$ cat src/rtl/mux_4x1.sv
// mux_4x1: four-source line multiplexer with a 2-bit select.
//
// m_out is the zero-latency selected source. m_out_q, sel_q and q_valid form
// a one-stage registered copy for downstream pipeline stages.
//
// Ports:
//   clk      rising-edge clock for the registered path
//   rst_n    synchronous active-low reset for the registered path
//   in_0..3  data sources, chosen by select = 00/01/10/11
//   select   source select code
//   en       capture enable for the registered path
//   m_out    combinational selected data
//   m_out_q  registered selected data
//   q_valid  high when m_out_q holds data captured under en
//   sel_q    select code captured together with m_out_q
module mux_4x1 #(
  parameter int unsigned WIDTH = 1
) (
  input  logic             clk,
  input  logic             rst_n,
  input  logic [WIDTH-1:0] in_0,
  input  logic [WIDTH-1:0] in_1,
  input  logic [WIDTH-1:0] in_2,
  input  logic [WIDTH-1:0] in_3,
  input  logic [1:0]       select,
  input  logic             en,
  output logic [WIDTH-1:0] m_out,
  output logic [WIDTH-1:0] m_out_q,
  output logic             q_valid,
  output logic [1:0]       sel_q
);

  // A select carrying X/Z matches none of the explicit items and falls to the
  // default, so an unknown code yields all-zeros instead of propagating X.
  always_comb begin
    m_out = '0;
    case (select)
      2'b00:   m_out = in_0;
      2'b01:   m_out = in_1;
      2'b10:   m_out = in_2;
      2'b11:   m_out = in_3;
      default: m_out = '0;
    endcase
  end

  // Reset wins over en. With en low the data and select hold, but q_valid
  // drops so downstream sees that nothing new was captured on this edge.
  always_ff @(posedge clk) begin
    if (!rst_n) begin
      m_out_q <= '0;
      sel_q   <= 2'b00;
      q_valid <= 1'b0;
    end else if (en) begin
      m_out_q <= m_out;
      sel_q   <= select;
      q_valid <= 1'b1;
    end else begin
      q_valid <= 1'b0;
    end
  end

endmodule

$ cat config.mk
export PLATFORM = sky130hd
export DESIGN_NAME = mux_4x1
export DESIGN_NICKNAME = d
export VERILOG_FILES = /design/src/rtl/mux_4x1.sv
export SDC_FILE = /design/constraint.sdc
export NUM_CORES = 1
export LEC_CHECK = 0
export ABC_AREA = 1
export CAP_MARGIN = 10
export CORE_AREA = 5 5 42 44
export CTS_CLUSTER_SIZE = 14
export DETAILED_ROUTE_END_ITERATION = 8
export DIE_AREA = 0 0 47 49
export GPL_ROUTABILITY_DRIVEN = 0
export HOLD_SLACK_MARGIN = 0.03
export PLACE_DENSITY_LB_ADDON = 0.3
export SYNTH_ARGS = -nofsm -noshare
export SYNTH_HDL_FRONTEND = slang
export SYNTH_SLANG_ARGS = --single-unit
$ cat constraint.sdc
create_clock -name clk -period 1.14 [get_ports clk]
set_input_delay 0.171 -clock clk [delete_from_list [all_inputs] [get_ports clk]]
set_output_delay 0.171 -clock clk [all_outputs]
set_load 0.1 [all_outputs]
# Word level (Yosys, flattened, before mapping)

Cells that the tools add are included.

Bits in registers: 4
Logic and storage cells: 9
Input port bits: 9
Output and inout bits: 5

Muxes and demuxes: 2
Reductions and logical operators: 1
Eq/ne operators: 3

Operators by type and width:

| cell               | count |
|---|---|
| $eq 2x2->1 const B | 2 |
| $pmux 1 s4         | 1 |
| $eq 2x1->1 const B | 1 |
| $logic_not 2->1    | 1 |
| $mux 1             | 1 |

# Logic depth before layout (Yosys ltp)

Depth in word-level cells: 2
Depth in mapped cells: 5

# Least setup slack after synthesis

No wires, ideal clock.

Kind: reg2reg
Start point: register, netlist name sel_q[0]
End point: register sel_q[0]
Clock period less this slack: 1.265 ns
Path slack: -0.125 ns
Buffers on the path: 0
Required time: 1.070 ns
Arrival time: 1.195 ns
Cell stages (with the launch flop): 3
Path through: dfxtp_1 -> o21ai_1 -> a21oi_1

RTL lines:

| what                 | line | text |
|---|---|---|
| to (signal assigned) | 55   | `sel_q <= select;` |
| to (decl)            | 30   | `output logic [1:0] sel_q` |

# Final worst setup path

Start point: input port in_2
End point: output port m_out

Longest elaborated chain between the ends: 1

Ends and longest elaborated chain:

| what        | line | text |
|---|---|---|
| from (decl) | 23   | `input logic [WIDTH-1:0] in_2,` |
| $pmux 1 s4  | 37   | `case (select)` |
| to (decl)   | 27   | `output logic [WIDTH-1:0] m_out,` |

Every way passes these cells.

==> summary.txt <==
Clocking
  – Clk root buf: clkbuf_4
  – CTS tree: done
  – H-tree depth: 1
  – # clock sinks: 4
  – Cts bufs inserted: 3
  – Clock transition at path regs: 30 ps
  – Skew-Pair Late Insertion Delay: 230 ps
  – Post-CTS Hold Fix Bufs: 0
  – CTS Buffer Depth: 2

Yosys
  – Synth Flop Type: dfxtp_1
  – XOR/XNOR share of the synthesized area: 0%
  – Syn Inst Count: 22
  – Net Count, Synth: 31
  – Register area share after synthesis: 48.9%
  – Synth Warn #: 0
  – Synthesized flop and latch total: 4
  – Top-count cell post-synth: nand2_1
  – Share of the synthesized area in the top cell type: 48.9%
  – Post-Syn Area per Cell: 7.45 sq um
  – Synth area leader: dfxtp_1
  – Fraction of registers with async set/reset: 0%
  – Post-Synth Simple-Gate Area: 21.4%
  – Top cells by count, synth: nand2_1, dfxtp_1, inv_1, o21ai_1
  – Compound-Gate Fraction of Synth Area: 20.6%
  – Mapped Area: 164 sq um
  – EDFF count, synth: 0
  – Yosys cell types: 9
  – Synth top area cells: dfxtp_1, nand2_1, o21ai_1
  – Largest family of logic cells by synthesized area: simple AND/OR/NAND/NOR gates
  – Synth Area in Adders: 0%
  – Post-synthesis mux area share: 0%

Cells and area
  – Fin cells: 61
  – Area delta synth->final: 173%
  – Fillcell total: 170
  – Final net count: 56
  – Ant diodes: 0
  – Share of cells above drive strength 1: 57.8%
  – Final instance area: 447 sq um

Setup path
  – WP data required: 970 ps
  – Critical path endpoint category: output pin
  – Max FO, Critical Path: 2
  – Worst Path Arrival: 910 ps
  – WS Path Type: in2out
  – Startpoint types: input pin

Placed design
  – IO Port Bufs: 13
  – Placed cell count: 54
  – DP Area: 394 sq um
  – Post-placement setup slack: -257 ps

STA
  – Final min period: 1080 ps
  – # setup viols final: 0
  – Period utilization: 94.8%
  – Final hold viol count: 0
  – RSZ-0062 raised after global routing: no
  – Max Clk Rate: 925 MHz
  – Max-slew headroom: 82.4%
  – Final WS setup: 59.3 ps
  – Worst clock skew: 0 ps
  – Max-slew violations: 0
  – Worst-Margin Slew: 263 ps

Power and ir drop
  – Pwr dens: 1250 mW/mm^2
  – Max VDD drop: 319 uV
  – Static leakage: 0.000212 uW

Die
  – Full die area: 0.00230 sq mm
  – Initial Util: 11.7%
  – Die Wd: 47 um
  – Io pins: 14
  – Num rows: 14
  – Die Y-Extent: 49 um
  – Core footprint: 0.00140 sq mm

Routing
  – Drt drc: 0
  – DRT antenna net count: 0
  – 1st-iter DRT viols: 2
  – WL per Instance: 8.02 um
  – First-pass DRT Iterations: 2
  – Via density: 3.79
  – WL final: 489 um
  – Vias: 231

Global routing
  – Initial antenna violation count: 0
  – Pin count of the biggest net entering global routing: 8
  – Vias in the first global route: 220
  – Total gr overflow: 0
  – GR Util All Layers: 4.93%
  – First-pass GRT wire length: 793 um

Job
  – Max cap viols: 0

Hold path
  – Hold Path Class: in2reg

Run status
  – Status: finished clean
[report_power, final]
part	internal (uW)	switching [uW]
Clock	117	52.0
Sequential	152	9.10
Combinational	94.1	132
[flip-flops by register name, indices dropped and copies added, names as in the netlist]
register / flops
sel_q: 2
m_out_q: 1
q_valid: 1
[repair_timing]
action / in CTS / in global routing
endpoints found under the hold margin: 0 / 0
setup buffers: 4 / 0
gates resized for setup: 9 / 3
pin swaps: 7 / 1
endpoints found under the setup margin: 1 / 1
[per-layer routing]
metal,GRT usage (%),up-vias,routed length (um)
li1,-,117,-
met1,5.05,102,160
met2,6.79,12,231
met3,2.95,0,97
met4,4.15,0,0
met5,0,-,0
[final timing paths]
path              end  cells past startpoint      start  slack [ps]
min reg2reg  sel_q[1]                      2   sel_q[1]         530
min          sel_q[0]                      4  select[0]         280
max             m_out                      6       in_2          60
max reg2reg   m_out_q                      2    m_out_q         510
[cell type report]
type	instances	area (sq um)	area share, %
clock buffers	3	22.5	5.04
inverters	4	18.8	4.20
repair buffers	20	223	49.9
flip-flops and latches	4	83.8	18.8
well taps	16	20.0	4.48
multi-input cells	14	78.8	17.6
[cell usage in the layout (no fill, tap or decap), drive strengths merged]
cell,n
buf,12
nand2,6
dlygate4sd2,4
clkbuf,4
dfxtp,4
o21ai,3
inv,3
a21oi,3
nand3,2
clkdlybuf4s50,2
clkinvlp,1
clkdlybuf4s15,1
[cells by family after synthesis]
logic type / count (synthesis)
AND/OR/NAND/NOR: 8
buffers and inverters: 4
AO/OA/AOI/OAI: 6
flip-flops: 4
[critical path, cell delays in order]
cell and delay, ps:
dlygate4sd2_1 230, nand2_1 70, nand3_2 80, nand2_2 90, clkinvlp_4 100, buf_12 170
[metrics by stage]
stage	util [%]	hold WS (ps)	setup TNS [ps]	total power, uW
6_report	31.9	284	0	557
4_1_cts	31.8	394	0	569
3_3_place_gp	28.1	525	-371	385
5_1_grt	31.9	309	0	586
2_1_floorplan	-	248	0	279
3_5_place_dp	28.1	519	-353	384
(Power assumes the default switching activity.)
